===== src/rtl/pcx2mb_grant_ctl_if.sv =====
// pcx2mb_grant_ctl_if: PCX request/data/grant plus downstream valid/ready packet bus.
// Latency: none, signal bundle only.
// Backpressure: mb_req_ready from downstream stalls the presented packet.
interface pcx2mb_grant_ctl_if #(
    parameter int PKT_W = 124
);
    logic             pcx_req_pq;
    logic             pcx_atom_pq;
    logic [PKT_W-1:0] pcx_data_pa;
    logic             pcx_grant_px;
    logic             mb_req_valid;
    logic             mb_req_ready;
    logic [PKT_W-1:0] mb_req_data;
    logic             mb_req_atom;
    logic [7:0]       drop_count;

    // Upstream/downstream environment side.
    modport master (
        output pcx_req_pq, pcx_atom_pq, pcx_data_pa, mb_req_ready,
        input  pcx_grant_px, mb_req_valid, mb_req_data, mb_req_atom, drop_count
    );

    // Grant controller side.
    modport slave (
        input  pcx_req_pq, pcx_atom_pq, pcx_data_pa, mb_req_ready,
        output pcx_grant_px, mb_req_valid, mb_req_data, mb_req_atom, drop_count
    );
endinterface


===== src/rtl/pcx2mb_grant_ctl.sv =====
// pcx2mb_grant_ctl: 2-entry credit-matched buffer between PCX and a valid/ready sink.
// Latency: PQ request -> packet visible at PA+1 -> grant one cycle after the pop.
// Backpressure: requests beyond the 2-entry reservation are dropped; PCX_DROP counter
// is built only when PCX2MB_DROP_CNT_EN is defined (else drop_count is tied to 0).
module pcx2mb_grant_ctl #(
    parameter int PKT_W = 124
) (
    input  logic              rclk,
    input  logic              reset,
    pcx2mb_grant_ctl_if.slave bus
);
    typedef struct packed {
        logic             atom;
        logic [PKT_W-1:0] data;
    } entry_t;

    entry_t     r_mem [2];
    logic       r_wr_ptr;
    logic       r_rd_ptr;
    logic [1:0] r_stored;
    logic [1:0] r_resv;
    logic       r_wr_pa;
    logic       r_atom_pa;
    logic       r_wr_pa1;
    logic       r_grant;

    logic       w_pop;
    logic       w_wr;
    logic       w_atom2_pend;
    logic       w_acc_one;
    logic       w_acc_two;
    logic [1:0] w_resv_avail;
    logic [1:0] w_resv_add;
    entry_t     w_wr_entry;

    // A pop frees its slot in the same cycle, so a full buffer can still accept.
    assign w_pop        = (r_stored != 2'd0) && bus.mb_req_ready;
    assign w_resv_avail = r_resv - {1'b0, w_pop};

    // While an atomic pair is still being written, new requests are refused outright.
    assign w_atom2_pend = (r_wr_pa && r_atom_pa) || r_wr_pa1;
    assign w_acc_one    = bus.pcx_req_pq && !bus.pcx_atom_pq && !w_atom2_pend
                          && (w_resv_avail <= 2'd1);
    assign w_acc_two    = bus.pcx_req_pq && bus.pcx_atom_pq && !w_atom2_pend
                          && (w_resv_avail == 2'd0);
    assign w_resv_add   = w_acc_two ? 2'd2 : {1'b0, w_acc_one};

    // PA carries the first packet (atom flag from the request), PA+1 the atomic tail.
    assign w_wr         = r_wr_pa || r_wr_pa1;
    assign w_wr_entry   = {r_wr_pa && r_atom_pa, bus.pcx_data_pa};

    // Reservation count and the PQ -> PA -> PA+1 write pipeline.
    always_ff @(posedge rclk or posedge reset) begin
        if (reset) begin
            r_resv    <= 2'd0;
            r_wr_pa   <= 1'b0;
            r_atom_pa <= 1'b0;
            r_wr_pa1  <= 1'b0;
        end else begin
            r_resv    <= w_resv_avail + w_resv_add;
            r_wr_pa   <= w_acc_one || w_acc_two;
            r_atom_pa <= w_acc_two;
            r_wr_pa1  <= r_wr_pa && r_atom_pa;
        end
    end

    // Two-entry storage with wrapping pointers and occupancy.
    always_ff @(posedge rclk or posedge reset) begin
        if (reset) begin
            r_mem[0] <= '0;
            r_mem[1] <= '0;
            r_wr_ptr <= 1'b0;
            r_rd_ptr <= 1'b0;
            r_stored <= 2'd0;
        end else begin
            if (w_wr) begin
                r_mem[r_wr_ptr] <= w_wr_entry;
                r_wr_ptr        <= ~r_wr_ptr;
            end
            if (w_pop) begin
                r_rd_ptr <= ~r_rd_ptr;
            end
            r_stored <= r_stored + {1'b0, w_wr} - {1'b0, w_pop};
        end
    end

    // Grant returns the credit one cycle after the packet leaves.
    always_ff @(posedge rclk or posedge reset) begin
        if (reset) begin
            r_grant <= 1'b0;
        end else begin
            r_grant <= w_pop;
        end
    end

    assign bus.pcx_grant_px = r_grant;
    assign bus.mb_req_valid = (r_stored != 2'd0);
    assign bus.mb_req_data  = r_mem[r_rd_ptr].data;
    assign bus.mb_req_atom  = r_mem[r_rd_ptr].atom;

`ifdef PCX2MB_DROP_CNT_EN
    logic       w_drop;
    logic [7:0] r_drop_cnt;

    // An atomic pair that is refused counts as a single drop.
    assign w_drop = bus.pcx_req_pq && !(w_acc_one || w_acc_two);

    // Saturating count of refused requests.
    always_ff @(posedge rclk or posedge reset) begin
        if (reset) begin
            r_drop_cnt <= 8'h00;
        end else if (w_drop && (r_drop_cnt != 8'hFF)) begin
            r_drop_cnt <= r_drop_cnt + 8'd1;
        end
    end

    assign bus.drop_count = r_drop_cnt;
`else
    assign bus.drop_count = 8'h00;
`endif

endmodule


===== src/flat_wrapper.sv =====
// flat-port wrapper written by rule: the top's interface ports become plain ports
module pcx2mb_grant_ctl_flat 
#(
    parameter int PKT_W = 124
)
  (rclk, reset, bus_pcx_req_pq, bus_pcx_atom_pq, bus_pcx_data_pa, bus_mb_req_ready, bus_pcx_grant_px, bus_mb_req_valid, bus_mb_req_data, bus_mb_req_atom, bus_drop_count);
  pcx2mb_grant_ctl_if #(.PKT_W(PKT_W)) bus_i ();
  input  logic rclk;
  input  logic reset;
  input wire logic [$bits(bus_i.pcx_req_pq)-1:0] bus_pcx_req_pq;
  input wire logic [$bits(bus_i.pcx_atom_pq)-1:0] bus_pcx_atom_pq;
  input wire logic [$bits(bus_i.pcx_data_pa)-1:0] bus_pcx_data_pa;
  input wire logic [$bits(bus_i.mb_req_ready)-1:0] bus_mb_req_ready;
  output wire logic [$bits(bus_i.pcx_grant_px)-1:0] bus_pcx_grant_px;
  output wire logic [$bits(bus_i.mb_req_valid)-1:0] bus_mb_req_valid;
  output wire logic [$bits(bus_i.mb_req_data)-1:0] bus_mb_req_data;
  output wire logic [$bits(bus_i.mb_req_atom)-1:0] bus_mb_req_atom;
  output wire logic [$bits(bus_i.drop_count)-1:0] bus_drop_count;
  assign bus_i.pcx_req_pq = bus_pcx_req_pq;
  assign bus_i.pcx_atom_pq = bus_pcx_atom_pq;
  assign bus_i.pcx_data_pa = bus_pcx_data_pa;
  assign bus_i.mb_req_ready = bus_mb_req_ready;
  assign bus_pcx_grant_px = bus_i.pcx_grant_px;
  assign bus_mb_req_valid = bus_i.mb_req_valid;
  assign bus_mb_req_data = bus_i.mb_req_data;
  assign bus_mb_req_atom = bus_i.mb_req_atom;
  assign bus_drop_count = bus_i.drop_count;
  pcx2mb_grant_ctl #(.PKT_W(PKT_W)) u_core (.rclk(rclk), .reset(reset), .bus(bus_i));
endmodule

===== config.mk =====
export PLATFORM = sky130hd
export DESIGN_NAME = pcx2mb_grant_ctl_flat
export DESIGN_NICKNAME = d
export VERILOG_FILES = /design/src/rtl/pcx2mb_grant_ctl_if.sv /design/src/rtl/pcx2mb_grant_ctl.sv /design/src/flat_wrapper.sv
export SDC_FILE = /design/constraint.sdc
export NUM_CORES = 1
export LEC_CHECK = 0
export ABC_CLOCK_PERIOD_IN_PS = 9700
export CORE_AREA = 8 8 160 162
export DETAILED_ROUTE_END_ITERATION = 7
export DIE_AREA = 0 0 168 170
export PLACE_DENSITY_LB_ADDON = 0.1
export SLEW_MARGIN = 20
export SYNTH_ARGS = -nofsm -noshare
export SYNTH_HDL_FRONTEND = slang
export SYNTH_SLANG_ARGS = --single-unit

===== constraint.sdc =====
create_clock -name rclk -period 9.7 [get_ports rclk]
set_input_delay 0.97 -clock rclk [delete_from_list [all_inputs] [get_ports rclk]]
set_output_delay 0.97 -clock rclk [all_outputs]
set_load 0.02 [all_outputs]

==> results of run 1 <==
[worst paths after layout]
path                                              startpoint                      endpoint  slack, ns
max in group asynchronous                              reset   u_core.r_rd_ptr$_DFFE_PP0P_       7.21
worst max-delay path             u_core.r_rd_ptr$_DFFE_PP0P_           bus_mb_req_data[29]       5.29
worst min register to register  u_core.r_stored[1]$_DFF_PP0_  u_core.r_stored[1]$_DFF_PP0_       0.47
worst max register to register      u_core.r_wr_pa$_DFF_PP0_  u_core.r_mem[79]$_DFFE_PP0P_       7.16
min in group asynchronous                              reset  u_core.r_mem[44]$_DFFE_PP0P_       0.95
worst min-delay path            u_core.r_stored[1]$_DFF_PP0_  u_core.r_stored[1]$_DFF_PP0_       0.47
[Yosys cell counts]
| master | n | area (um2) |
|---|---|---|
| nand3b_1 | 1 | 7.51 |
| inv_1 | 6 | 22.5 |
| a22o_1 | 1 | 8.76 |
| mux2_2 | 360 | 4050 |
| or2_1 | 1 | 6.26 |
| mux2_1 | 13 | 146 |
| ha_1 | 4 | 50.1 |
| nor2_1 | 2 | 7.51 |
| a21oi_1 | 1 | 5.00 |
| buf_4 | 16 | 120 |
| buf_8 | 6 | 90.1 |
| conb_1 | 1 | 3.75 |
| nor2b_1 | 1 | 6.26 |
| nand2_1 | 3 | 11.3 |
| buf_6 | 6 | 67.6 |
| o21ai_0 | 1 | 5.00 |
| a41oi_1 | 1 | 8.76 |
| dfrtp_1 | 260 | 6510 |
| xnor2_1 | 3 | 26.3 |
| nand2_4 | 1 | 11.3 |
| xor2_1 | 3 | 26.3 |
| o21bai_1 | 1 | 7.51 |
| or2_2 | 1 | 6.26 |
| and2_1 | 1 | 6.26 |
| buf_2 | 22 | 110 |
[worst max-delay path, cell delays in order (launching register included)]
cell and delay, ns:
dfrtp_4 1.01, buf_4 0.79, mux2_2 0.43, clkdlybuf4s50_1 0.55
[per-layer routing]
metal	GRT usage (%)	vias to the layer above	part of all wire, %
met2	31.1	199	49
met1	20.8	3364	40
met3	6.58	51	8.7
li1	-	3022	-
met5	0	-	0.19
met4	5.24	8	2.4
[metrics by stage]
stage          total power, mW  utilization, %  cell area, um2
3_5_place_dp              5.01            60.5           14000
5_1_grt                   6.38            64.7           14900
2_1_floorplan             3.84               -           11300
6_report                  6.04            64.7           14900
3_3_place_gp              4.90            60.5           13900
4_1_cts                   6.11            64.7           14900
[cells by family (layout without fill, tap and decap cells)]
group	count (synthesis)	after routing	share of synthesized area, %
AO/OA/AOI/OAI	5	5	0.309
XOR/XNOR	6	6	0.464
adder cells (fa/ha/maj)	4	4	0.442
buffers and inverters	56	318	3.63
flip-flops	260	260	57.5
multiplexers	373	373	37.1
other	1	10	0.0331
AND/OR/NAND/NOR	11	11	0.553
[area by class of cell]
class	instances	area, um2	area share [%]
diodes	2	5.00	0.0335
repair buffers	261	2600	17.4
flip-flops and latches	260	6510	43.6
inverters	6	30.0	0.201
clock buffers	41	831	5.57
well taps	290	363	2.43
multi-input cells	407	4450	29.8
clock inverters	10	128	0.855
[registers in the layout, indices dropped and copies added (netlist names)]
| name | flops |
|---|---|
| u_core.r_atom_pa | 1 |
| u_core.r_wr_pa1 | 1 |
| u_core.r_mem | 250 |
| u_core.r_stored | 2 |
| u_core.r_wr_ptr | 1 |
| u_core.r_rd_ptr | 1 |
| u_core.bus.pcx_grant_px | 1 |
| u_core.r_resv | 2 |
| u_core.r_wr_pa | 1 |
[power breakdown]
group / internal, mW / switching [mW]
Clock: 0.670 / 0.410
Sequential: 1.65 / 0.335
Combinational: 1.68 / 1.29
==> metrics, run 1 <==
status=completed; clk_lat worst skew=roughly 0.52 ns; # IOs=around 260; initial DRC count=just under 300; part of the cycle the worst path needs=approximately 45%; Req. time, crit path=~8.7 ns; post-synth cell types=25; Die Width=roughly 170 um; maxcap violations=0; Fillers=1672; Worst R2R Path Depth=4; slew margin rel.=about 35%; Clock Tree Root=clkbuf_16; detailed-placement wirelength estimate=approximately 18000 um; final wirelength=26200 um; Slew Viols, Final=0; Synth Register Bits=260; Synth warnings=0; Clock Sinks=260; Min-Delay Path Depth=1; final setup TNS=0 ns; Starting Density=between 40% and 50%; H-tree Lvls=1; drt pass-1 iters=4; CP Max Fanout=65; Seq/Total Area, Yosys=between 50% and 60%; Post-Syn Instances=between 700 and 800; post-DR vias/cell=approximately 5.2; non-filler instance count after layout=1277; Post-CTS Setup Repair Bufs=0; number of port buffers=255; crit start category=register; CTS max path bufs=3; CP Capture Type=output pin; via count=6644; TritonCTS clock tree=done; final setup margin=roughly 5.3 ns; layout cells sized above 1=between 40% and 50%; remaining global-route overflow=0; GRT Util Overall=between 10% and 20%; Avg WL per Cell=slightly above 20 um; Setup-failing EPs final=0; Mapped Area=11300 um2; Core Box Area=about 23000 um2; largest net degree at the start of global routing=around 100; commonest non-fill, non-tap cell in the layout=mux2_2; Syn-to-layout area delta=31.8%; Crit Path Class=reg -> out; Clock Pin Slew Worst Setup and Hold Paths=roughly 0.060 ns; Inst Count DP=between 1000 and 1500; pwr/cell area=405 nW/um2; first-pass GRT wire length=approximately 42000 um; die height=between 150 and 200 um; DRC viols=0; cts hold-fix bufs=0; Nets=1097; maximum vdd drop=0.000199 V; hold_ws=roughly 0.47 ns; most frequent cells in the layout=mux2_2, dfrtp_1, clkdlybuf4s50_1; endpoints failing hold=0; CP Data Arrival Time=~3.4 ns; antenna violations before repair=5; fmax=between 200 and 250 MHz; number of global-route vias before repair=approximately 7700; leakage dissipation=6.23 nW; post-route minimum period=about 4.4 ns; Slew @ Worst Pin=0.980 ns; Avg Cell Area, Syn=roughly 16 um2; Final ANT Viol Nets=0; Worst Skew=about 0.013 ns; final RePlAce weighted congestion=approximately 0.75; Worst Hold Class=reg -> reg; RSZ-0062 raised after global routing=false; CTS Buf Count=28; FP Rows=56; die area=about 29000 um2; DP Worst Slack=between 5 and 6 ns; post-CTS sizing=0
No activity file was read; power rests on OpenSTA's default activity.
==> run 2: changes to the inputs <==
--- a/config.mk
+++ b/config.mk
@@ -5,7 +5,7 @@
 export SDC_FILE = /design/constraint.sdc
 export NUM_CORES = 1
 export LEC_CHECK = 0
-export ABC_CLOCK_PERIOD_IN_PS = 9700
+export ABC_CLOCK_PERIOD_IN_PS = 4100
 export CORE_AREA = 8 8 160 162
 export DETAILED_ROUTE_END_ITERATION = 7
 export DIE_AREA = 0 0 168 170
==> constraint.sdc (replaced) <==
create_clock -name rclk -period 4.1 [get_ports rclk]
set_input_delay 0.41 -clock rclk [delete_from_list [all_inputs] [get_ports rclk]]
set_output_delay 0.41 -clock rclk [all_outputs]
set_load 0.02 [all_outputs]
==> run 2 against run 1 <==
Against the previous run:
- sequential share of layout area is 0.073 points lower
- setup slack got worse by 4.3 ns
- combinational power is 140% higher
- core utilization grew 0.11 points
- largest power group unchanged
- highest routed layer unchanged
==> metrics, run 2 (synthesis gave the netlist of run 1 again) <==
Final ANT Viol Nets=0 (unchanged); RSZ-0062 raised after global routing=false (unchanged); maxcap violations=0 (unchanged); maximum vdd drop=0.000506 V (was 0.000199 V); CP Data Arrival Time=2.74 ns (was 3.44 ns); Syn-to-layout area delta=32.0% (was 31.8%); leakage dissipation=6.25 nW (was 6.23 nW); final setup TNS=0 ns (unchanged); first-pass GRT wire length=41400 um (was 41600 um); Clock Pin Slew Worst Setup and Hold Paths=0.06 ns (about the same); antenna violations before repair=4 (was 5); layout cells sized above 1=42.1% (was 42.2%); biggest regs=u_core.r_mem (250), u_core.r_resv (2), u_core.r_stored (2) (unchanged); CP Capture Type=output pin (unchanged); post-CTS sizing=0 (unchanged); commonest non-fill, non-tap cell in the layout=mux2_2 (unchanged); Overall Power=14.2 mW (was 6.04 mW); detailed-placement wirelength estimate=18000 um (was 17900 um); final wirelength=26100 um (was 26200 um); DP Worst Slack=1.49 ns (was 5.84 ns); Fillers=1670 (was 1672); GRT Util Overall=17.9% (was 18.0%); number of flip-flops in the largest register=250 (unchanged); crit start category=register (unchanged); TritonCTS clock tree=done (unchanged); Slew Viols, Final=0 (unchanged); largest net degree at the start of global routing=143 (was 102); H-tree Lvls=1 (unchanged); Slew @ Worst Pin=0.937 ns (was 0.980 ns); Die Width=168 um (unchanged); most frequent cells in the layout=mux2_2, dfrtp_1, clkdlybuf4s50_1 (unchanged); Req. time, crit path=3.69 ns (was 8.73 ns); Post-CTS Setup Repair Bufs=0 (unchanged); CP Max Fanout=36 (was 65); slew margin rel.=37.5% (was 34.5%); FP Rows=56 (unchanged); fmax=between 300 and 400 MHz; Core Box Area=23100 um2 (unchanged); CTS max path bufs=3 (unchanged); post-DR vias/cell=5.25 (was 5.20); Crit Path Class=reg -> out (unchanged); post-route minimum period=~3.1 ns; initial DRC count=274 (was 297); # IOs=264 (unchanged); Avg WL per Cell=20.4 um (was 20.5 um); final setup margin=0.954 ns (was 5.29 ns); Worst Hold Class=in -> async (was reg -> reg); die height=170 um (unchanged); Largest Register=u_core.r_mem (unchanged); number of global-route vias before repair=7682 (was 7683); CTS Buf Count=28 (unchanged); remaining global-route overflow=0 (unchanged); clk_lat worst skew=0.53 ns (was 0.52 ns); Nets=1099 (was 1097); pwr/cell area=953 nW/um2 (was 405 nW/um2); via count=6705 (was 6644); DRC viols=0 (unchanged); die area=28600 um2 (unchanged); cts hold-fix bufs=0 (unchanged); Starting Density=49.1% (unchanged); Setup-failing EPs final=0 (unchanged); final RePlAce weighted congestion=0.766 (was 0.753); drt pass-1 iters=4 (unchanged); Worst Skew=0.0122 ns (was 0.0134 ns); status=completed (unchanged); endpoints failing hold=0 (unchanged); number of port buffers=255 (unchanged); part of the cycle the worst path needs=between 70% and 80%; Clock Tree Root=clkbuf_16 (unchanged); Clock Sinks=260 (unchanged)
-- run 2: cell count changes in the layout (fill, tap and decap cells not counted), sizes merged --
cell and change:
inv -1, clkbuf +5, bufinv -2, diode -1, buf +2, clkinv -3
-- run 2: final cells by class --
type | instances | area [um2] | area share (%)
multi-input cells | 407 | 4440 | 29.7
diodes | 1 | 2.50 | 0.0167
flip-flops and latches | 260 | 6510 | 43.6
inverters | 6 | 26.3 | 0.176
repair buffers | 263 | 2680 | 17.9
well taps | 290 | 363 | 2.43
clock buffers | 46 | 880 | 5.89
clock inverters | 4 | 45.0 | 0.301
-- run 2: through the flow --
step                hold slack, ns  cells  area, um2  util [%]
floorplan                    0.438    723      11400         -
global placement             0.452   1226      14000      60.8
detailed placement           0.478   1226      14000      60.8
CTS                          0.486   1276      14900      64.8
global route                 0.499   1277      14900      64.8
finish                       0.458   1277      14900      64.8
-- run 2: per-layer routing --
| metal | vias up | global-route usage (%) | routed length, um |
|---|---|---|---|
| met5 | - | 0 | 36 |
| met4 | 6 | 5.59 | 714 |
| met3 | 54 | 5.47 | 1930 |
| met2 | 197 | 30.9 | 12900 |
| met1 | 3423 | 21.3 | 10500 |
| li1 | 3025 | - | - |
-- run 2: where the power goes --
| part | total (mW) | switching, mW | internal (mW) |
|---|---|---|---|
| registers | 4.65 | 0.741 | 3.91 |
| logic | 7.12 | 3.11 | 4.01 |
| clock network | 2.47 | 0.959 | 1.51 |
-- run 2: final timing paths --
| check | slack, ns | start | cells after the start | to |
|---|---|---|---|---|
| min in group rclk | 0.48 | u_core.r_stored[1]$_DFF_PP0_ | 1 | u_core.r_stored[1]$_DFF_PP0_ |
| max in group asynchronous | 2.91 | reset | 3 | u_core.r_rd_ptr$_DFFE_PP0P_ |
| worst min register to register | 0.48 | u_core.r_stored[1]$_DFF_PP0_ | 1 | u_core.r_stored[1]$_DFF_PP0_ |
| worst max register to register | 1.74 | u_core.r_wr_pa$_DFF_PP0_ | 4 | u_core.r_mem[111]$_DFFE_PP0P_ |
| worst max-delay path | 0.95 | u_core.r_rd_ptr$_DFFE_PP0P_ | 3 | bus_mb_req_data[95] |
| worst min-delay path | 0.46 | reset | 3 | u_core.r_mem[5]$_DFFE_PP0P_ |
-- run 2: worst max-delay path, cell delays in order (launching register included) --
cell             delay [ns]
dfrtp_4                0.76
buf_4                  0.48
mux2_2                 0.40
clkdlybuf4s50_1        0.55
==> run 3: changes to the inputs <==
--- a/config.mk
+++ b/config.mk
@@ -5,10 +5,10 @@
 export SDC_FILE = /design/constraint.sdc
 export NUM_CORES = 1
 export LEC_CHECK = 0
-export ABC_CLOCK_PERIOD_IN_PS = 4100
-export CORE_AREA = 8 8 160 162
+export ABC_CLOCK_PERIOD_IN_PS = 2540
+export CORE_AREA = 8 8 168 170
 export DETAILED_ROUTE_END_ITERATION = 7
-export DIE_AREA = 0 0 168 170
+export DIE_AREA = 0 0 176 178
 export PLACE_DENSITY_LB_ADDON = 0.1
 export SLEW_MARGIN = 20
 export SYNTH_ARGS = -nofsm -noshare
==> constraint.sdc (replaced) <==
create_clock -name rclk -period 2.54 [get_ports rclk]
set_input_delay 0.254 -clock rclk [delete_from_list [all_inputs] [get_ports rclk]]
set_output_delay 0.254 -clock rclk [all_outputs]
set_load 0.02 [all_outputs]
==> run 3 against run 2 <==
Against the previous run:
- critical path depth is the same
- core utilization shrank 5.1 points
- clock skew shrank 0.0016 ns
- critical path type unchanged
- critical endpoint is now bus_mb_req_data[58]
- largest power group unchanged
==> metrics, run 3 (synthesis gave the netlist of run 1 again) <==
fin area=15300 um2 (was 14900 um2); crit start category=register (unchanged); slew margin rel.=57.7% (was 37.5%); # IOs=264 (unchanged); part of the cycle the worst path needs=between 90% and 100%; TritonCTS clock tree=done (unchanged); post-DR vias/cell=4.95 (was 5.25); dpl cell area=14200 um2 (was 14000 um2); antenna cells=0 (was 1); endpoints failing hold=0 (unchanged); Setup-failing EPs final=0 (unchanged); Crit Path Class=reg -> out (unchanged); final setup TNS=0 ns (unchanged); most frequent cells in the layout=mux2_2, dfrtp_1, clkdlybuf4s50_1 (unchanged); Avg WL per Cell=19.4 um (was 20.4 um); Starting Density=44.2% (was 49.1%); layout cells sized above 1=43.3% (was 42.1%); crit path from=u_core.r_rd_ptr$_DFFE_PP0P_ (unchanged); Req. time, crit path=2.29 ns (was 3.69 ns); maximum vdd drop=0.000767 V (was 0.000506 V); initial DRC count=183 (was 274); Largest Register=u_core.r_mem (unchanged); worst r2r src=u_core.r_stored[0]$_DFF_PP0_ (was u_core.r_wr_pa$_DFF_PP0_); fin util=59.7% (was 64.8%); commonest non-fill, non-tap cell in the layout=mux2_2 (unchanged); die area=31300 um2 (was 28600 um2); CP Max Fanout=33 (was 36); number of global-route vias before repair=7292 (was 7682); antenna violations before repair=2 (was 4); die height=178 um (was 170 um); clk_lat worst skew=0.54 ns (was 0.53 ns); Hold Crit Start=bus_pcx_data_pa[0]; via count=6606 (was 6705); non-filler instance count after layout=1335 (was 1277); Worst Hold Class=in -> reg (was in -> async); pwr/cell area=1510 nW/um2 (was 953 nW/um2); CTS Buf Count=29 (was 28); Nets=1110 (was 1099); Clock Pin Slew Worst Setup and Hold Paths=0.06 ns (about the same); maxcap violations=0 (unchanged); CTS max path bufs=3 (unchanged); detailed-placement wirelength estimate=17800 um (was 18000 um); remaining global-route overflow=0 (unchanged); hold_ws=0.336 ns (was 0.458 ns); H-tree Lvls=1 (unchanged); RSZ-0062 raised after global routing=true (was false); FP Rows=59 (was 56); first-pass GRT wire length=41600 um (was 41400 um); Final ANT Viol Nets=0 (unchanged); number of flip-flops in the largest register=250 (unchanged); Clock Tree Root=clkbuf_16 (unchanged); Die Width=176 um (was 168 um); Worst Skew=0.0106 ns (was 0.0122 ns); Inst Count DP=1279 (was 1226); Syn-to-layout area delta=35.1% (was 32.0%); Clock Sinks=260 (unchanged); Slew Viols, Final=0 (unchanged); status=completed (unchanged); number of port buffers=255 (unchanged); largest net degree at the start of global routing=75 (was 143); biggest regs=u_core.r_mem (250), u_core.r_resv (2), u_core.r_stored (2) (unchanged); fmax=401 MHz; post-route minimum period=approximately 2.5 ns; DRC viols=0 (unchanged); drt pass-1 iters=4 (unchanged); DP Worst Slack=0.446 ns (was 1.49 ns); GRT Util Overall=16.4% (was 17.9%); final RePlAce weighted congestion=0.720 (was 0.766); Overall Power=23.1 mW (was 14.2 mW); final wirelength=25900 um (was 26100 um); final setup margin=0.0486 ns (was 0.954 ns); leakage dissipation=6.70 nW (was 6.25 nW); CP Data Arrival Time=2.24 ns (was 2.74 ns); Slew @ Worst Pin=0.633 ns (was 0.937 ns); CP Capture Type=output pin (unchanged); Core Box Area=25600 um2 (was 23100 um2)
==> run 3: cell types whose count changed in the layout (fill, tap and decap cells not counted), sizes merged <==
| cell | before | now |
|---|---|---|
| clkbuf | 46 | 42 |
| dlygate4sd3 | 0 | 1 |
| dlygate4sd2 | 0 | 7 |
| clkinvlp | 1 | 2 |
| clkinv | 3 | 8 |
| clkdlybuf4s50 | 255 | 213 |
| diode | 1 | 0 |
| bufinv | 1 | 2 |
| dlymetal6s2s | 0 | 35 |
| buf | 8 | 17 |
| inv | 5 | 6 |
==> run 3: layout make-up <==
type	count	area (um2)
Fill cell	2070	10300
Clock buffer	42	875
Sequential cell	260	6510
Multi-Input combinational cell	407	4440
Inverter	6	26.3
Clock inverter	12	124
Timing Repair Buffer	273	2900
Tap cell	335	419
==> run 3: repair_timing <==
| action | CTS | global route |
|---|---|---|
| buffers inserted | 1 | 0 |
| setup endpoints to repair | 115 | 65 |
| resized for setup | 8 | 35 |
| hold buffers | 1 | 0 |
| endpoints found under the hold margin | 4 | 0 |
==> run 3: final timing paths <==
kind                                                  to  cells after the start  slack [ns]
max                                  bus_mb_req_data[58]                      3        0.05
min                          u_core.r_mem[0]$_DFFE_PP0P_                      2        0.34
max reg2reg                   u_core.r_resv[1]$_DFF_PP0_                      8        0.58
min in group asynchronous  u_core.r_mem[115]$_DFFE_PP0P_                      3        0.58
max in group asynchronous  u_core.r_mem[194]$_DFFE_PP0P_                      4        1.06
min reg2reg                 u_core.r_stored[1]$_DFF_PP0_                      1        0.47
==> run 3: critical path, stage by stage (launching register included) <==
cell and delay, ns:
dfrtp_4 0.51, buf_12 0.25, mux2_2 0.36, clkdlybuf4s50_1 0.56
==> run 3: where the power goes <==
part | total, mW | internal, mW | switching [mW]
Sequential | 7.35 | 6.31 | 1.04
Clock | 4.26 | 2.59 | 1.67
Combinational | 11.5 | 6.45 | 5.06
Total | 23.1 | 15.3 | 7.77
==> run 3: routing by layer <==
layer | GRT usage, % | routed length, um | vias up
met1 | 22.0 | 11500 | 3338
li1 | - | - | 3052
met4 | 3.92 | 506 | 4
met3 | 4.45 | 1640 | 37
met5 | 0 | 23 | -
met2 | 26.3 | 12200 | 175
